### src/rtl/regbank_pkg.sv
// rtl/regbank_pkg.sv - shared sizes and writeback source encoding for the register-bank scoreboard
package regbank_pkg;
  localparam int NUM_REGS = 16;
  localparam int REG_AW   = 4;
  localparam int DATA_W   = 32;

  typedef enum logic [1:0] {
    WB_NONE = 2'd0,
    WB_ALU  = 2'd1,
    WB_MEM  = 2'd2
  } wb_src_e;
endpackage

### src/rtl/regbank_wb_arbiter.sv
// rtl/regbank_wb_arbiter.sv - fixed-priority mux of load returns over ALU writebacks onto the single bank write port
module regbank_wb_arbiter
  import regbank_pkg::*;
(
  input  logic              reset,
  input  logic              alu_wb_valid,
  output logic              alu_wb_ready,
  input  logic [REG_AW-1:0] alu_wb_addr,
  input  logic              alu_wb_high,
  input  logic              mem_wb_valid,
  input  logic [REG_AW-1:0] mem_wb_addr,
  output logic              write_back,
  output logic              we,
  output logic              we_high,
  output logic              read_mem,
  output logic [REG_AW-1:0] addr_d
);
  wb_src_e src;

  // Load returns cannot be back-pressured, so they always win the port
  always_comb begin
    src = WB_NONE;
    if (!reset) begin
      if (mem_wb_valid) begin
        src = WB_MEM;
      end else if (alu_wb_valid) begin
        src = WB_ALU;
      end
    end
  end

  assign alu_wb_ready = !reset && !mem_wb_valid;

  always_comb begin
    write_back = 1'b0;
    we         = 1'b0;
    we_high    = 1'b0;
    read_mem   = 1'b0;
    case (src)
      WB_MEM:  addr_d = mem_wb_addr;
      WB_ALU:  addr_d = alu_wb_addr;
      default: addr_d = '0;
    endcase
    // r0 is hardwired zero: a writeback aimed at it is swallowed entirely
    if (src != WB_NONE && addr_d != '0) begin
      write_back = 1'b1;
      we         = 1'b1;
      read_mem   = (src == WB_MEM);
      we_high    = (src == WB_ALU) && alu_wb_high;
    end
  end
endmodule

### src/rtl/regbank_scoreboard.sv
// rtl/regbank_scoreboard.sv - issue-side hazard scoreboard and write-port control for the 16x32 register bank
module regbank_scoreboard #(
  parameter int NUM_REGS    = 16,
  parameter int STALL_CNT_W = 16
) (
  input  logic                               clk,
  input  logic                               reset,
  input  logic                               issue_valid,
  output logic                               issue_ready,
  input  logic [regbank_pkg::REG_AW-1:0]     issue_addr_a,
  input  logic [regbank_pkg::REG_AW-1:0]     issue_addr_b,
  input  logic [regbank_pkg::REG_AW-1:0]     issue_addr_d,
  input  logic                               issue_we,
  output logic                               get_regs,
  output logic [regbank_pkg::REG_AW-1:0]     addr_a,
  output logic [regbank_pkg::REG_AW-1:0]     addr_b,
  input  logic                               alu_wb_valid,
  output logic                               alu_wb_ready,
  input  logic [regbank_pkg::REG_AW-1:0]     alu_wb_addr,
  input  logic [regbank_pkg::DATA_W-1:0]     alu_wb_data,
  input  logic                               alu_wb_high,
  input  logic                               mem_wb_valid,
  input  logic [regbank_pkg::REG_AW-1:0]     mem_wb_addr,
  output logic                               write_back,
  output logic                               we,
  output logic                               we_high,
  output logic                               read_mem,
  output logic [regbank_pkg::REG_AW-1:0]     addr_d,
  output logic [regbank_pkg::DATA_W-1:0]     data_d,
  output logic [NUM_REGS-1:0]                pending,
  output logic [STALL_CNT_W-1:0]             stall_cnt,
  output logic                               wb_err
);
  import regbank_pkg::*;

  localparam logic [NUM_REGS-1:0]    R0_BIT  = NUM_REGS'(1);
  localparam logic [STALL_CNT_W-1:0] CNT_ONE = STALL_CNT_W'(1);

  logic                hazard;
  logic [NUM_REGS-1:0] set_vec;
  logic [NUM_REGS-1:0] clr_vec;

  // Only registered pending bits are checked, so a register freed at edge N
  // becomes issuable in cycle N+1, after the bank write has landed
  assign hazard = pending[issue_addr_a] || pending[issue_addr_b] ||
                  (issue_we && pending[issue_addr_d]);

  assign issue_ready = !reset && !hazard;
  assign get_regs    = issue_valid && issue_ready;
  assign addr_a      = issue_addr_a;
  assign addr_b      = issue_addr_b;
  assign data_d      = alu_wb_data;

  regbank_wb_arbiter u_wb_arbiter (
    .reset        (reset),
    .alu_wb_valid (alu_wb_valid),
    .alu_wb_ready (alu_wb_ready),
    .alu_wb_addr  (alu_wb_addr),
    .alu_wb_high  (alu_wb_high),
    .mem_wb_valid (mem_wb_valid),
    .mem_wb_addr  (mem_wb_addr),
    .write_back   (write_back),
    .we           (we),
    .we_high      (we_high),
    .read_mem     (read_mem),
    .addr_d       (addr_d)
  );

  always_comb begin
    set_vec = '0;
    clr_vec = '0;
    if (get_regs && issue_we) begin
      set_vec[issue_addr_d] = 1'b1;
    end
    if (write_back) begin
      clr_vec[addr_d] = 1'b1;
    end
  end

  always_ff @(posedge clk) begin
    if (reset) begin
      pending   <= '0;
      stall_cnt <= '0;
      wb_err    <= 1'b0;
    end else begin
      pending <= ((pending & ~clr_vec) | set_vec) & ~R0_BIT;
      if (issue_valid && !issue_ready && !(&stall_cnt)) begin
        stall_cnt <= stall_cnt + CNT_ONE;
      end
      if (write_back && !pending[addr_d]) begin
        wb_err <= 1'b1;
      end
    end
  end
endmodule

### config.mk
export PLATFORM = sky130hd
export DESIGN_NAME = regbank_scoreboard
export DESIGN_NICKNAME = d
export VERILOG_FILES = /design/src/rtl/regbank_pkg.sv /design/src/rtl/regbank_wb_arbiter.sv /design/src/rtl/regbank_scoreboard.sv
export SDC_FILE = /design/constraint.sdc
export NUM_CORES = 1
export LEC_CHECK = 0
export BUFFER_PORTS_ARGS = -buffer_cell sky130_fd_sc_hd__clkbuf_2
export CAP_MARGIN = 20
export CORE_MARGIN = 2
export CORE_UTILIZATION = 45
export DETAILED_ROUTE_END_ITERATION = 7
export GPL_TIMING_DRIVEN = 0
export PLACE_DENSITY = 0.83
export SETUP_SLACK_MARGIN = 0.5
export SLEW_MARGIN = 40
export SYNTH_ARGS = -nofsm -noshare
export SYNTH_HDL_FRONTEND = slang
export SYNTH_SLANG_ARGS = --single-unit
### constraint.sdc
create_clock -name clk -period 3.4 [get_ports clk]
set_input_delay 0.17 -clock clk [delete_from_list [all_inputs] [get_ports clk]]
set_output_delay 0.17 -clock clk [all_outputs]
set_load 0.02 [all_outputs]
==> results.md <==
* Starting Density at 0.473
* Most frequent cells in the layout: 109 x clkbuf_2, 42 x buf_4, 32 x dfxtp_1
* Slew margin rel. at 0.506
* Yosys warns at 0
* Bufs on Longest Clock Path at 2
* Initial antenna violation count at 0
* Setup Fix Bufs, Post-CTS at 0
* Distinct cell type count after synthesis at 59
* CP bufs+invs at 2
* Hold EP: pending[11]
* Met2 Wirelength at 3500 µm
* Drt wl/cell at ~15 µm
* Placement Rows at 27
* CP Class: reg -> out
* Fillcell total at 507
* Critical Path Sink Type: output port
* CTS buffer count at 5
* WL met3 at ~730 µm
* Slowest cell on crit path: mux4_1
* Ant. Diodes at 0
* Routed wire length at 7470 µm
* Overflow after GRT at 0
* Crit path DAT at 2580 ps
* Fmax at 364 MHz
* First-pass GRT wire length at 11600 µm
* Layout cells sized above 1 at 0.443
* Setup ws final at 655 ps
* First DRT Iteration DRCs at 302
* Drt drc at 0
* Detailed-route via count at 2837
* DRT Pass-1 Iters at 7
* Outcome: finished clean
* Minimum clock period at 2750 ps
* Worst-Margin Slew at 734 ps
* Min-Delay Startpoint: issue_addr_d[3]
* Worst Hold Class: in -> reg
* Post-synth top flop: dfxtp_1
* Worst r2r src: pending[12]
* Pins over their slew limit at 0
* Largest net degree at the start of global routing at 11
* Total GRT Usage at 0.224
* Die area at roughly 6500 µm²
* Worst vdd ir at 0.292 mV
* Sequential-to-total area share from yosys stat at 0.241
* Chain of cells forming the critical path: mux4_1, mux2_2, a32o_2, nor3_4, nand2_4, clkinv_2, clkbuf_2
* CP startpoint: pending[12]
* Clk_lat worst skew at 290 ps
* Hold Violations, Final at 0
* Routed Antenna Nets at 0
* Final setup violation count at 0
* Largest area contributor in the netlist: dfxtp_1
* Synth area leaders: dfxtp_1 24%, buf_4 12%, mux2_2 5.9%
* Tot Pwr at ~0.94 mW
* Worst R2R Path Depth at 7
* Static leakage at 1.54 nW
* Max cap viols at 0
* Vias per cell at ~5.7
* Async S/R FF share, synth at 0
* # IOs at 143
* Root Driver: clkbuf_8
* Startpoint Class: flip-flop
* Clock sink count at 32
* GPL Wtd Cong at between 0.8 and 0.9
* RSZ-0062 raised after global routing: yes
* Number of placed instances with taps included at slightly below 500
* CTS tree: yes
* Layout Skew at 5.90 ps
* Mapped Cells at 317
* Die Width at slightly above 80 µm
* CP peak stage delay at 500 ps
* RR Endpoint: stall_cnt[0]
* Maximum fanout along the worst path at 8
* Core footprint at 5610 µm²
* Die Y at 80.8 µm
* Final std cells w/o fill at 501
* Setup WS pre-CTS at 93.1 ps
* Synth top area share at 0.241
* Area grow syn2layout at 27.1%
* WHS Path Cells at 3
* Avg Inst Size Synth at 8.38 µm²
* Reg2Reg Setup Slack at 890 ps
* Post-synth EDFFs at 0
* Vias in the first global route at 2481
* Net Count, Synth at 380
* M1 WL at 3110 µm
* Post-Syn Area at ~2700 µm²
* #FFs+latches synth at 32
* Setup TNS at 0 ps
* Highest Signal Layer: met4
* Pwr/cell area at ~280 nW/µm²
* Period utilisation layout at 0.807
* Clk slew on worst S/H paths at 60 ps
* # H-tree levels at 2
* Worst path required time at 3230 ps
* WHS at 230 ps
* Commonest non-fill, non-tap cell in the layout: clkbuf_2
* CP top delay family: multiplexers
* DPL Wire Length at 5740 µm
* I/O Buffers at 104
* Nets at 491
==> timing repair <==
item,in CTS,in global routing
endpoints found under the setup margin,17,17
gates resized for setup,3,5
hold buffers,0,0
==> cells by family after synthesis <==
family | share of synthesized area
multiplexers | 0.157
AO/OA/AOI/OAI | 0.159
other | 0.00141
flip-flops | 0.241
buffers and inverters | 0.158
adder cells (fa/ha/maj) | 0.0189
AND/OR/NAND/NOR | 0.264
==> stage by stage <==
step,instance area [µm²],util
after floorplan,2660,-
after global placement,3270,0.583
after detailed placement,3270,0.583
after CTS,3360,0.600
after global routing,3370,0.602
final,3370,0.602
==> power breakdown <==
| group | internal [mW] | total (mW) | switching [mW] |
|---|---|---|---|
| clock network | 0.165 | 0.306 | 0.141 |
| registers | 0.379 | 0.384 | 0.00520 |
| logic | 0.103 | 0.251 | 0.148 |
==> worst max path at each step <==
stage	end	slack, ps	depth (start not counted)
final	get_regs	650	7
after global routing	we_high	480	11
after CTS	we_high	590	12
after detailed placement	wb_err	90	14
after global placement	pending[15]	150	13
after floorplan	wb_err	580	14
==> area by class of cell <==
cell class,instances,area (µm²),share of cell area
flip-flops and latches,32,641,0.190
well taps,72,90.1,0.0267
plain buffers,57,388,0.115
inverters,10,38.8,0.0115
multi-input cells,218,1610,0.476
repair buffers,104,520,0.154
clock buffers,8,90.1,0.0267
==> Yosys cell counts (8+ instances only) <==
cell	number
buf_4	42
dfxtp_1	32
nand2_1	24
nand3_1	24
nor2_1	23
mux2_2	14
clkbuf_1	11
nor2b_1	11
inv_1	9
nor4_1	9
mux2i_1	8
o21ai_1	8
==> state kept, by name, indices dropped and copies added (netlist names) <==
register,cells
stall_cnt,16
wb_err,1
pending,15
==> layer usage <==
layer	global-route usage	vias to the layer above
met4	0.0746	0
met2	0.357	160
met5	0	-
li1	-	1354
met1	0.310	1307
met3	0.0356	16
==> worst min-delay path: stages <==
cell	delay, ps
clkbuf_2	140
nand4_4	100
o21ai_1	50
(Power assumes the default switching activity.)
